**src/rtl/state_dump_unit.sv**
```systemverilog
`timescale 1ns/1ps
// state_dump_unit: streams the GPR file and/or a window of data memory out
// as tagged beats over a valid/ready interface.
//
// Ports:
//   clk, rst (async, active-low)
//   start, sel[1:0], mem_base, mem_count   dump request (sampled when idle)
//   busy, done                             progress / one-cycle completion pulse
//   reg_re, reg_raddr, reg_rdata           GPR read port (data one cycle after strobe)
//   mem_re, mem_raddr, mem_rdata           memory read port (data one cycle after strobe)
//   out_valid, out_ready, out_src,
//   out_idx, out_data                      dump stream (src 0=GPR, 1=memory)
//
// Read strobes are decoded from the state and the buffer credit in the same
// cycle. Counting this cycle's pop and returning word is what lets a
// 2-entry buffer sustain one beat per cycle without ever overflowing.
module state_dump_unit #(
    parameter int unsigned DATA_W    = 32,
    parameter int unsigned NUM_REGS  = 32,
    parameter int unsigned MEM_DEPTH = 32,
    localparam int unsigned RAW   = $clog2(NUM_REGS),
    localparam int unsigned MAW   = $clog2(MEM_DEPTH),
    localparam int unsigned IDX_W = (RAW > MAW) ? RAW : MAW
) (
    input  logic              clk,
    input  logic              rst,
    input  logic              start,
    input  logic [1:0]        sel,
    input  logic [MAW-1:0]    mem_base,
    input  logic [MAW:0]      mem_count,
    output logic              busy,
    output logic              done,
    output logic              reg_re,
    output logic [RAW-1:0]    reg_raddr,
    input  logic [DATA_W-1:0] reg_rdata,
    output logic              mem_re,
    output logic [MAW-1:0]    mem_raddr,
    input  logic [DATA_W-1:0] mem_rdata,
    output logic              out_valid,
    input  logic              out_ready,
    output logic              out_src,
    output logic [IDX_W-1:0]  out_idx,
    output logic [DATA_W-1:0] out_data
);

    localparam int unsigned CW = MAW + 1;
    localparam logic [CW-1:0]  DEPTH_C    = CW'(MEM_DEPTH);
    localparam logic [RAW-1:0] LAST_REG_C = RAW'(NUM_REGS - 1);

    typedef enum logic [1:0] {IDLE, REGS, MEM, DRAIN} state_t;

    state_t             state;
    logic               sel_mem;
    logic [CW-1:0]      cnt;
    logic [RAW-1:0]     reg_idx;
    logic [MAW-1:0]     mem_addr;

    // read whose data returns this cycle
    logic               pend;
    logic               pend_src;
    logic [IDX_W-1:0]   pend_idx;

    // buffer: head lives in the out_* registers, e1 is the second entry
    logic [1:0]         occ;
    logic               e1_src;
    logic [IDX_W-1:0]   e1_idx;
    logic [DATA_W-1:0]  e1_data;

    logic               pop;
    logic [2:0]         level;
    logic               credit_ok;
    logic [CW-1:0]      cnt_clamp;
    logic [DATA_W-1:0]  push_data;
    logic               last_reg;
    logic               regs_to_mem;

    // occupancy after this edge, excluding any read issued now
    assign pop       = out_valid & out_ready;
    assign level     = 3'(occ) + 3'(pend) - 3'(pop);
    assign credit_ok = (level < 3'd2);

    assign reg_re    = (state == REGS) && credit_ok;
    assign mem_re    = (state == MEM)  && credit_ok;
    assign reg_raddr = reg_idx;
    assign mem_raddr = mem_addr;

    assign cnt_clamp   = (mem_count > DEPTH_C) ? DEPTH_C : mem_count;
    assign push_data   = pend_src ? mem_rdata : reg_rdata;
    assign last_reg    = (reg_idx == LAST_REG_C);
    assign regs_to_mem = sel_mem && (cnt != '0);

    always_ff @(posedge clk or negedge rst) begin
        if (!rst) begin
            state     <= IDLE;
            sel_mem   <= 1'b0;
            cnt       <= '0;
            reg_idx   <= '0;
            mem_addr  <= '0;
            pend      <= 1'b0;
            pend_src  <= 1'b0;
            pend_idx  <= '0;
            occ       <= 2'd0;
            e1_src    <= 1'b0;
            e1_idx    <= '0;
            e1_data   <= '0;
            busy      <= 1'b0;
            done      <= 1'b0;
            out_valid <= 1'b0;
            out_src   <= 1'b0;
            out_idx   <= '0;
            out_data  <= '0;
        end else begin
            done <= 1'b0;

            // read-return pipeline stage
            pend     <= reg_re | mem_re;
            pend_src <= mem_re;
            pend_idx <= mem_re ? IDX_W'(mem_addr) : IDX_W'(reg_idx);

            // two-entry buffer: push returning word, pop on handshake
            case ({pend, pop})
                2'b10: begin
                    if (occ == 2'd0) begin
                        out_src   <= pend_src;
                        out_idx   <= pend_idx;
                        out_data  <= push_data;
                        out_valid <= 1'b1;
                    end else begin
                        e1_src  <= pend_src;
                        e1_idx  <= pend_idx;
                        e1_data <= push_data;
                    end
                    occ <= occ + 2'd1;
                end
                2'b01: begin
                    out_src   <= e1_src;
                    out_idx   <= e1_idx;
                    out_data  <= e1_data;
                    out_valid <= (occ == 2'd2);
                    occ       <= occ - 2'd1;
                end
                2'b11: begin
                    if (occ == 2'd1) begin
                        out_src  <= pend_src;
                        out_idx  <= pend_idx;
                        out_data <= push_data;
                    end else begin
                        out_src  <= e1_src;
                        out_idx  <= e1_idx;
                        out_data <= e1_data;
                        e1_src   <= pend_src;
                        e1_idx   <= pend_idx;
                        e1_data  <= push_data;
                    end
                end
                default: ;
            endcase

            // sequencing
            case (state)
                IDLE: begin
                    busy <= 1'b0;
                    // busy is still high on the done cycle, so a start there is ignored
                    if (start && !busy) begin
                        busy     <= 1'b1;
                        sel_mem  <= sel[1];
                        cnt      <= cnt_clamp;
                        mem_addr <= mem_base;
                        reg_idx  <= '0;
                        if (sel[0])
                            state <= REGS;
                        else if (sel[1] && (cnt_clamp != '0))
                            state <= MEM;
                        else
                            state <= DRAIN;
                    end
                end
                REGS: begin
                    if (reg_re) begin
                        reg_idx <= reg_idx + RAW'(1);
                        if (last_reg)
                            state <= regs_to_mem ? MEM : DRAIN;
                    end
                end
                MEM: begin
                    if (mem_re) begin
                        mem_addr <= mem_addr + MAW'(1);
                        cnt      <= cnt - CW'(1);
                        if (cnt == CW'(1))
                            state <= DRAIN;
                    end
                end
                DRAIN: begin
                    // finish once the buffer empties at this edge with nothing returning
                    if (level == 3'd0) begin
                        done     <= 1'b1;
                        state    <= IDLE;
                        reg_idx  <= '0;
                        mem_addr <= '0;
                    end
                end
                default: state <= IDLE;
            endcase
        end
    end

endmodule

```
**config.mk**
```make
export PLATFORM = sky130hd
export DESIGN_NAME = state_dump_unit
export DESIGN_NICKNAME = d
export VERILOG_FILES = /design/src/rtl/state_dump_unit.sv
export SDC_FILE = /design/constraint.sdc
export NUM_CORES = 1
export LEC_CHECK = 0
export CORE_UTILIZATION = 44
export DETAILED_ROUTE_END_ITERATION = 16
export PLACE_DENSITY_LB_ADDON = 0.25
export SYNTH_ARGS = -nofsm -noshare
export SYNTH_HDL_FRONTEND = slang
export SYNTH_SLANG_ARGS = --single-unit
```
**constraint.sdc**
```tcl
create_clock -name clk -period 2.45 [get_ports clk]
set_input_delay 0.49 -clock clk [delete_from_list [all_inputs] [get_ports clk]]
set_output_delay 0.49 -clock clk [all_outputs]
set_load 0.03 [all_outputs]
```
==> summary.txt <==
STA
  • RSZ-0062 raised after global routing: yes
  • Count of final hold-check violations: 0
  • Max Slew Vio Count: 0
  • Worst-margin pin slew: 0.5550 ns
  • Slew headroom: 63.00%
  • Peak Freq: 357.7 MHz
  • Worst setup margin: -0.3458 ns
  • Min cycle time layout: 2.796 ns
  • Final worst clock skew: 0.01007 ns
  • Period utilization: 114.1%
  • Final setup viols: 20

Die
  • Top Ports: 134
  • DIE AREA: 12260 um^2
  • Starting Density: 45.37%
  • Die Y-Extent: 110.7 um
  • Site Rows: 39
  • Die X: 110.7 um
  • Core area: 11470 um^2

Setup path
  • CP cell instances: nand2_4, xnor2_4, ha_2, inv_2, fa_2, inv_4, buf_6, nor3_4, buf_6
  • CP Depth: 9
  • Worst setup EP type: output port
  • Max stage delay on crit path: 0.60 ns
  • Crit path top cell by count: buf_6
  • CP Data Required Time: 1.96 ns
  • Critical path's top delay family: adder cells
  • Worst Setup SP: out_valid
  • CP max-delay cell: fa_2
  • Worst Setup Start Kind: flip-flop
  • Worst setup endpoint: reg_re
  • Reg2reg setup slack: -0.31 ns
  • Buffers and inverters on the worst path: 4
  • CP Max Fanout: 4
  • Register-to-Register Path Depth: 11
  • Crit Path Category: reg -> out
  • Worst R2R Start: out_valid
  • CP arrival: 2.31 ns
  • R2R Path End: mem_raddr[3]

Placement
  • I/O Buffers: 133
  • Area after DPL: 6825 um^2
  • Hpwl dp: 8684 um
  • RD Place Congestion: 0.7885
  • Post-Place Setup Slack: -0.7390 ns

Cells and area
  • Share of layout cells above drive strength 1: 10.89%
  • Area growth from synthesis to layout: 38.41%
  • Most frequent cells in the layout: clkdlybuf4s50_1, nand2_1, o21ai_0, dfrtp_1, mux2i_1
  • Finished Cell Area: 7201 um^2
  • Ant. Diodes: 0
  • Commonest non-fill, non-tap cell in the layout: clkdlybuf4s50_1
  • Total Nets Final: 779

Logic synthesis
  • Simple logic cell fraction of the synthesized area: 14.36%
  • Top_reg_cell synth: dfrtp_1
  • Mux share of post-synthesis cell area: 10.27%
  • Async SR Flop Fraction: 100.0%
  • Number of synthesized register bits: 107
  • Mapped Nets: 642
  • Mapped Cells: 547
  • Cell area after synthesis: 5202 um^2
  • Post-synthesis adder-cell area fraction: 3.896%
  • Compound-gate portion of the synthesized area: 15.70%
  • Number of flops mapped to enable cells by yosys: 0
  • Sequential fraction of the synthesis area: 51.47%
  • Synth Area in XOR/XNOR: 0.6494%
  • Synth Warn #: 0
  • Syn Area/Cell: 9.511 um^2
  • Netlist cell types: 47
  • Largest family of logic cells by synthesized area: compound AO/OA/AOI/OAI gates

Detailed routing
  • Routed len/inst: 14.78 um
  • Routed WL: 12300 um
  • Final ANT Viol Nets: 0
  • Via Count: 4351
  • Vias/cell: 5.230
  • DRT Pass-1 Iters: 6
  • Iter 0 DRT Violations: 169
  • DRC errors left: 0

Global route
  • Antenna violations before repair: 0
  • Largest net degree at the start of global routing: 73
  • Global-route usage over all layers: 20.99%
  • Vias in the first global route: 4331
  • First-pass GRT wire length: 20900 um
  • GRT overflow: 0

Pwr
  • Max VDD drop: 0.7392 mV
  • Pwr/cell area: 1340 nW/um^2
  • Lkg Pwr: 3.247 nW

CTS
  • Clock Sinks: 107
  • CTS tree: done
  • Clk_lat worst skew: 0.35 ns
  • H-tree depth: 3
  • CTS buffer count: 9
  • Worst-path clk slew: 0.07 ns
  • Clock tree buffer depth: 2
  • Clock Tree Root: clkbuf_16

Flow run
  • Total of max-cap violations: 0

Status
  • Status: finished with violations
  • Failing checks: setup timing

Hold path
  • Hold Crit Class: in -> async
-- sequential cells by signal, summed over array words and instances, names as in the netlist, 2 cells and up --
name / cells
out_idx: 5
e1_data: 32
out_data: 32
e1_idx: 5
reg_raddr: 5
occ: 2
mem_raddr: 5
pend_idx: 5
cnt: 6
state: 2
-- cells in the mapped netlist, types with 2 or more instances --
cell type,number,area [um^2]
nand2_1,125,469.2
o21ai_0,116,580.6
dfrtp_1,107,2678
mux2i_1,41,410.4
clkbuf_1,29,108.9
inv_1,14,52.55
ha_1,13,162.7
nor2_1,13,48.80
mux2_2,11,123.9
nand3_1,11,55.05
a21oi_1,10,50.05
buf_2,5,25.02
a211o_1,3,26.28
a22oi_1,3,22.52
nand2b_1,3,18.77
nor3_1,3,15.01
a21o_1,2,15.01
a32oi_1,2,17.52
and3_1,2,12.51
maj3_1,2,20.02
nand3b_1,2,15.01
nor4_1,2,12.51
o22ai_1,2,12.51
or3_1,2,12.51
or4b_1,2,20.02
-- final cells by class --
type	count	area, um^2
Multi-Input combinational cell	391	2416
Clock buffer	13	240.2
Tap cell	143	178.9
Sequential cell	107	2680
Clock inverter	3	25.02
Fill cell	974	4267
Inverter	15	61.31
Timing Repair Buffer	160	1599
-- repair_timing --
| action | CTS | global route |
|---|---|---|
| hold buffers | 0 | 0 |
| hold endpoints to repair | 0 | 0 |
| buffers inserted | 3 | 2 |
| pin swaps | 2 | 9 |
| gates resized for setup | 5 | 14 |
| gates cloned | 0 | 0 |
| setup endpoints to repair | 26 | 20 |
-- cells by family after synthesis --
group	count (synthesis)
buffers and inverters	49
xor gates and xnor gates	3
and+or+nand+nor	172
AOI/OAI and AO/OA	148
muxes	52
adders and majority gates	16
DFF	107
-- per-layer routing --
metal  share of wire (%)  global-route usage (%)
met5                   0                       0
met4                 1.7                   7.111
met3                 4.1                   5.249
met2                  48                   33.91
met1                  46                   27.59
-- how the worst min path moves through the flow --
stage	end	slack [ns]	cells past startpoint
floorplan	busy	0.19	0
CTS	done	0.15	1
detailed placement	e1_data[19]	0.47	2
finish	out_data[28]	0.13	1
global placement	e1_data[28]	0.46	2
global route	occ[1]	0.17	1
-- through the flow --
step | power [mW] | setup TNS [ns] | instances | hold slack, ns | utilization, %
CTS | 9.520 | -3.191 | 830 | 0.1550 | 62.23
finish | 9.647 | -3.561 | 832 | 0.1347 | 62.79
global placement | 7.834 | -14.87 | 811 | 0.4575 | 59.52
floorplan | 6.159 | -0.6725 | 547 | 0.1944 | -
detailed placement | 8.053 | -15.56 | 811 | 0.4670 | 59.52
global route | 10.38 | -5.531 | 832 | 0.1652 | 62.79
-- power by group --
part	switching, mW	internal [mW]	leakage (nW)	total, mW
combinational	2.97	2.28	1.78	5.25
clock	0.634	0.696	0.124	1.33
sequential	0.487	2.58	1.34	3.07
total	4.09	5.56	3.25	9.65
Power figures use the tool's default switching activity.
